==> src/rtl/rv32i_types.sv <==
// Shared scoreboard-pipeline types: functional-unit count, datapath widths and
// the common-data-bus packet seen by the scoreboard and register file.
package rv32i_types;

  localparam int NUM_FU    = 4;
  localparam int XLEN      = 32;
  localparam int REG_IDX_W = 5;
  localparam int FU_IDX_W  = $clog2(NUM_FU);

  typedef struct packed {
    logic                 valid;
    logic [FU_IDX_W-1:0]  fu;
    logic                 has_rd;
    logic [REG_IDX_W-1:0] rd;
    logic [XLEN-1:0]      data;
  } cdb_pkt_t;

endpackage

==> src/rtl/cdb_rr_arbiter.sv <==
// Round-robin arbiter: the search starts at rr_ptr and wraps; rr_ptr advances
// past the winner only when the grant is actually taken.
module cdb_rr_arbiter #(
  parameter int NUM_FU = 4,
  parameter int IDX_W  = $clog2(NUM_FU)
) (
  input  logic              clk,
  input  logic              rst_n,
  input  logic [NUM_FU-1:0] req,
  input  logic              grant_accept,
  output logic [NUM_FU-1:0] grant,
  output logic [IDX_W-1:0]  winner
);

  logic [IDX_W-1:0] rr_ptr;

  always_comb begin
    automatic int idx;
    automatic logic found;
    idx    = 0;
    found  = 1'b0;
    grant  = '0;
    winner = '0;
    for (int k = 0; k < NUM_FU; k++) begin
      idx = int'(rr_ptr) + k;
      if (idx >= NUM_FU) idx = idx - NUM_FU;
      if (!found && req[idx]) begin
        found      = 1'b1;
        grant[idx] = 1'b1;
        winner     = idx[IDX_W-1:0];
      end
    end
  end

  // Explicit wrap keeps the modulo correct for non-power-of-two NUM_FU.
  always_ff @(posedge clk or negedge rst_n) begin
    if (!rst_n) begin
      rr_ptr <= '0;
    end else if (grant_accept) begin
      if (winner == IDX_W'(NUM_FU - 1)) rr_ptr <= '0;
      else                              rr_ptr <= winner + 1'b1;
    end
  end

endmodule

==> src/rtl/cdb_arbiter.sv <==
// Write-result stage: one holding buffer per functional unit, round-robin
// selection of a WAR-cleared result onto the CDB and the register-file write port.
module cdb_arbiter
  import rv32i_types::*;
#(
  parameter int NUM_FU   = rv32i_types::NUM_FU,
  parameter int XLEN     = rv32i_types::XLEN,
  parameter int FU_IDX_W = $clog2(NUM_FU)
) (
  input  logic                            clk,
  input  logic                            rst_n,
  input  logic                            flush,
  input  logic [NUM_FU-1:0]               fu_valid,
  input  logic [NUM_FU-1:0]               fu_has_rd,
  input  logic [NUM_FU-1:0][REG_IDX_W-1:0] fu_rd,
  input  logic [NUM_FU-1:0][XLEN-1:0]      fu_result,
  output logic [NUM_FU-1:0]               fu_ready,
  input  logic [NUM_FU-1:0]               wr_ok,
  output logic                            cdb_valid,
  output logic [FU_IDX_W-1:0]             cdb_fu,
  output logic [REG_IDX_W-1:0]            cdb_rd,
  output logic [XLEN-1:0]                 cdb_data,
  output logic                            regf_we,
  output logic [REG_IDX_W-1:0]            regf_rd_s,
  output logic [XLEN-1:0]                 regf_rd_v
);

  logic [NUM_FU-1:0]                buf_valid;
  logic [NUM_FU-1:0]                buf_has_rd;
  logic [NUM_FU-1:0][REG_IDX_W-1:0] buf_rd;
  logic [NUM_FU-1:0][XLEN-1:0]      buf_data;

  logic [NUM_FU-1:0]   req;
  logic [NUM_FU-1:0]   grant;
  logic [FU_IDX_W-1:0] winner;
  logic                win_has_rd;
  logic [REG_IDX_W-1:0] win_rd;
  logic [XLEN-1:0]     win_data;

  // Gating requests with flush forces grant, and hence every CDB output, to zero.
  assign req      = buf_valid & wr_ok & {NUM_FU{!flush}};
  assign fu_ready = {NUM_FU{!flush}} & (~buf_valid | grant);

  cdb_rr_arbiter #(
    .NUM_FU (NUM_FU),
    .IDX_W  (FU_IDX_W)
  ) u_rr (
    .clk          (clk),
    .rst_n        (rst_n),
    .req          (req),
    .grant_accept (|grant && !flush),
    .grant        (grant),
    .winner       (winner)
  );

  always_ff @(posedge clk or negedge rst_n) begin
    if (!rst_n) begin
      buf_valid <= '0;
    end else begin
      for (int i = 0; i < NUM_FU; i++) begin
        if (flush)                          buf_valid[i] <= 1'b0;
        else if (fu_valid[i] && fu_ready[i]) buf_valid[i] <= 1'b1;
        else if (grant[i])                  buf_valid[i] <= 1'b0;
      end
    end
  end

  // Payload fields are never observed unless buf_valid is set, so no reset.
  always_ff @(posedge clk) begin
    for (int i = 0; i < NUM_FU; i++) begin
      if (fu_valid[i] && fu_ready[i]) begin
        buf_has_rd[i] <= fu_has_rd[i];
        buf_rd[i]     <= fu_rd[i];
        buf_data[i]   <= fu_result[i];
      end
    end
  end

  always_comb begin
    win_has_rd = 1'b0;
    win_rd     = '0;
    win_data   = '0;
    for (int i = 0; i < NUM_FU; i++) begin
      if (grant[i]) begin
        win_has_rd = buf_has_rd[i];
        win_rd     = buf_rd[i];
        win_data   = buf_data[i];
      end
    end
  end

  assign cdb_valid = |grant;
  assign cdb_fu    = winner;
  assign cdb_rd    = win_rd;
  assign cdb_data  = win_data;
  assign regf_we   = cdb_valid && win_has_rd && (win_rd != '0);
  assign regf_rd_s = cdb_rd;
  assign regf_rd_v = cdb_data;

endmodule

==> config.mk <==
export PLATFORM = sky130hd
export DESIGN_NAME = cdb_arbiter
export DESIGN_NICKNAME = d
export VERILOG_FILES = /design/src/rtl/rv32i_types.sv /design/src/rtl/cdb_rr_arbiter.sv /design/src/rtl/cdb_arbiter.sv
export SDC_FILE = /design/constraint.sdc
export NUM_CORES = 1
export LEC_CHECK = 0
export BUFFER_PORTS_ARGS = -buffer_cell sky130_fd_sc_hd__buf_2
export CAP_MARGIN = 15
export CORE_ASPECT_RATIO = 0.5
export CORE_MARGIN = 5
export CORE_UTILIZATION = 50
export CTS_CLUSTER_SIZE = 28
export DETAILED_ROUTE_END_ITERATION = 7
export PLACE_DENSITY_LB_ADDON = 0.08
export SYNTH_ARGS = -nofsm -noshare
export SYNTH_HDL_FRONTEND = slang
export SYNTH_SLANG_ARGS = --single-unit
export TNS_END_PERCENT = 1
==> constraint.sdc <==
create_clock -name clk -period 5 [get_ports clk]
set_input_delay 0.5 -clock clk [delete_from_list [all_inputs] [get_ports clk]]
set_output_delay 0.5 -clock clk [all_outputs]
set_load 0.005 [all_outputs]
==> results.md <==
- Post-DP HPWL: 12.5 mm
- Top cells by count, synth: edfxtp_1, nor2_1, buf_4, nand2_1, a221oi_1
- Vias/cell: around 5.3
- Port Buf Inserts: 244
- Post-Layout Cell Count: 904
- Fin nets: 870
- # setup viols final: 0
- Final worst path period need: approximately 4.6 ns
- Max Cap Viol: 0
- Post-Synth Adder-Cell Area: roughly 1.4%
- Final hold vios: 0
- Max Clk Rate: approximately 0.22 GHz
- Clock Tree Buf Depth: 2
- Leakage: about 3.5 nW
- Share of flip-flops with an asynchronous set or reset: 3.80%
- Setup crit start kind: flip-flop
- RSZ-0062 raised after global routing: no
- Xor and xnor area share after synthesis: 0%
- Synth Warn #: 0
- Top Ports: approximately 250
- Final ANT Viol Nets: 0
- Cell taking the most area after synthesis: edfxtp_1
- # diodes: 0
- Final Instance Area: a little under 9000 um^2
- Worst-path maximum fanout: 21
- CP cell instances: inv_1 > ha_1 > a211oi_2 > a22oi_2 > or4b_1 > a21oi_4 > buf_4 > a221oi_1 > o31ai_1 > buf_2
- WS Path Type: reg -> out
- Routed wire length: around 18 mm
- Clock Root Buffer: clkbuf_16
- CP top delay family: compound AO/OA/AOI/OAI gates
- Clock Sinks: about 160
- CTS resizes: 0
- Largest family of logic cells by synthesized area: compound AO/OA/AOI/OAI gates
- Total die area: between 15000 and 20000 um^2
- CTS tree: done
- Placed inst area: slightly above 8000 um^2
- Crit path largest cell delay: roughly 0.6 ns
- Register bit total from synthesis: 158
- Most common cell in the netlist: edfxtp_1
- Clk pin slew, worst setup/hold paths: around 0.080 ns
- Post-CTS setup buffers: 0
- Reg2reg start: u_rr.rr_ptr[1]
- Worst EP required: 4.50 ns
- Drt wl/cell: approximately 20 um
- Hold Path Class: in -> reg
- Final Max Tran Viols: 0
- Multiplexer area fraction after synthesis: less than 1%
- RePlAce Congestion: roughly 0.8
- CP Capture Type: primary output
- Core area: 13600 um^2
- Power Total: approximately 4.5 mW
- Post-synth top flop: edfxtp_1
- PD cells: a little over 500 nW/um^2
- Worst setup margin: around 0.45 ns
- CP startpoint: u_rr.rr_ptr[1]
- Synthesized instance count: roughly 490
- Die X: roughly 180 um
- Crit share post-route: between 90% and 100%
- Htree depth: 4
- Pre-CTS setup slack: between 0.9 and 1 ns
- Post-synth EDFFs: around 150
- Buffers & Inverters on Critical Path: 3
- Hold path startpoint: fu_result[113]
- Setup tns final: 0 ns
- VDD IR max: 0.000286 V
- Crit path DAT: 4.05 ns
- Post-synthesis average cell area: between 10 and 15 um^2
- Placed Cells: ~870
- Initial core utilization: approximately half
- TritonCTS Buffers: 17
- Seq/Total Area, Yosys: between 60% and 70%
- Status: finished clean
- Post-Syn Area: between 6000 and 7000 um^2
- Simple-gate share of the synthesized area: 8.91%
- Largest net degree at the start of global routing: 40
- Die Height: about 93 um
- Vias in the first global route: 4948
- Netlist cell types: 60
- CP max-delay cell: a21oi_4
- First-pass GRT wire length: between 20 and 30 mm
- Share of layout cells above drive strength 1: 43.8%
- Worst rel slew slack: a little under a quarter
- Clock skew: between 0.01 and 0.015 ns
- Final core occ: a little under two thirds
- Hold Slack: 0.242 ns
- Iteration-0 DRC Markers: approximately 280
- Initial antenna violation count: 2
- DR vias: approximately 4800
- Area growth syn-to-layout: 24.9%
- Worst-Margin Slew: ~1.1 ns
- Synth Area in Compound Gates: between 10% and 20%
- Pre-antenna DRT Iters: 5
- Worst-skew pair later-pin latency: approximately 0.43 ns
- Std cell rows: 30
- Synth area leaders: edfxtp_1, buf_4, a221oi_1
- Top cell type's share of synthesized area: 65.7%
- Syn Nets: 660
- Drt drc: 0
- Gr usage total: 22.0%
- Gr ovfl total: 0
cell families after synthesis:
logic type                 count (synthesis)
buffers and inverters                     74
muxes                                      4
and+or+nand+nor                          121
AOI/OAI and AO/OA                        124
adders and majority gates                  8
DFF                                      158
power breakdown:
group	switching, mW	internal, mW	leakage (nW)
Sequential	0.0339	1.55	1.48
Combinational	0.895	0.690	1.73
Clock	0.613	0.673	0.290
area by class of cell:
cell class              count  area (um^2)
clock buffers              17          425
flip-flops and latches    158         4710
multi-input cells         257         1780
fillers                  1101         4910
clock inverters            15          171
inverters                   9         33.8
repair buffers            256         1310
well taps                 192          240
sequential cells by signal, summed over array words and instances, names as in the netlist:
| signal | cells |
|---|---|
| buf_rd | 20 |
| u_rr.rr_ptr | 2 |
| buf_valid | 4 |
| buf_data | 128 |
| buf_has_rd | 4 |
cell usage in the layout, fill, tap and decap left out, types with 3 or more instances in the layout:
cell type,n
inv_1,9
and2_2,4
o21ai_1,4
a221oi_1,34
nand3_1,6
o31ai_1,33
o21ai_0,3
buf_2,244
o2111ai_1,4
edfxtp_1,152
nand2b_1,3
inv_8,3
buf_4,11
inv_6,4
clkinv_8,5
nand2_1,37
mux2_2,3
o21a_1,6
dfrtp_1,6
and4b_1,3
nand3b_1,4
nor2_1,43
clkbuf_16,17
ha_1,8
a21oi_1,15
per-layer routing:
layer | track usage, % | share of wire [%] | wire length [um] | vias up
li1 | - | - | - | 2298
met1 | 29.0 | 43 | 7820 | 2296
met2 | 36.8 | 49 | 8810 | 169
met3 | 5.53 | 6.9 | 1240 | 18
met4 | 5.79 | 0.80 | 144 | 4
met5 | 0 | 0.12 | 21 | -
final timing paths:
path | slack [ns] | to | depth (start not counted)
max reg2reg | 1.11 | buf_data[56] | 11
min in group asynchronous | 0.44 | buf_valid[0] | 2
min | 0.24 | buf_data[113] | 1
max in group asynchronous | 4.40 | buf_valid[1] | 2
min reg2reg | 0.61 | buf_valid[1] | 2
max | 0.45 | cdb_data[3] | 10
timing repair:
item / 4_1_cts / 5_1_grt
hold buffers: 1 / 0
hold endpoints to repair: 6 / 0
setup endpoints to repair: 0 / 0
No activity file was read; power rests on OpenSTA's default activity.
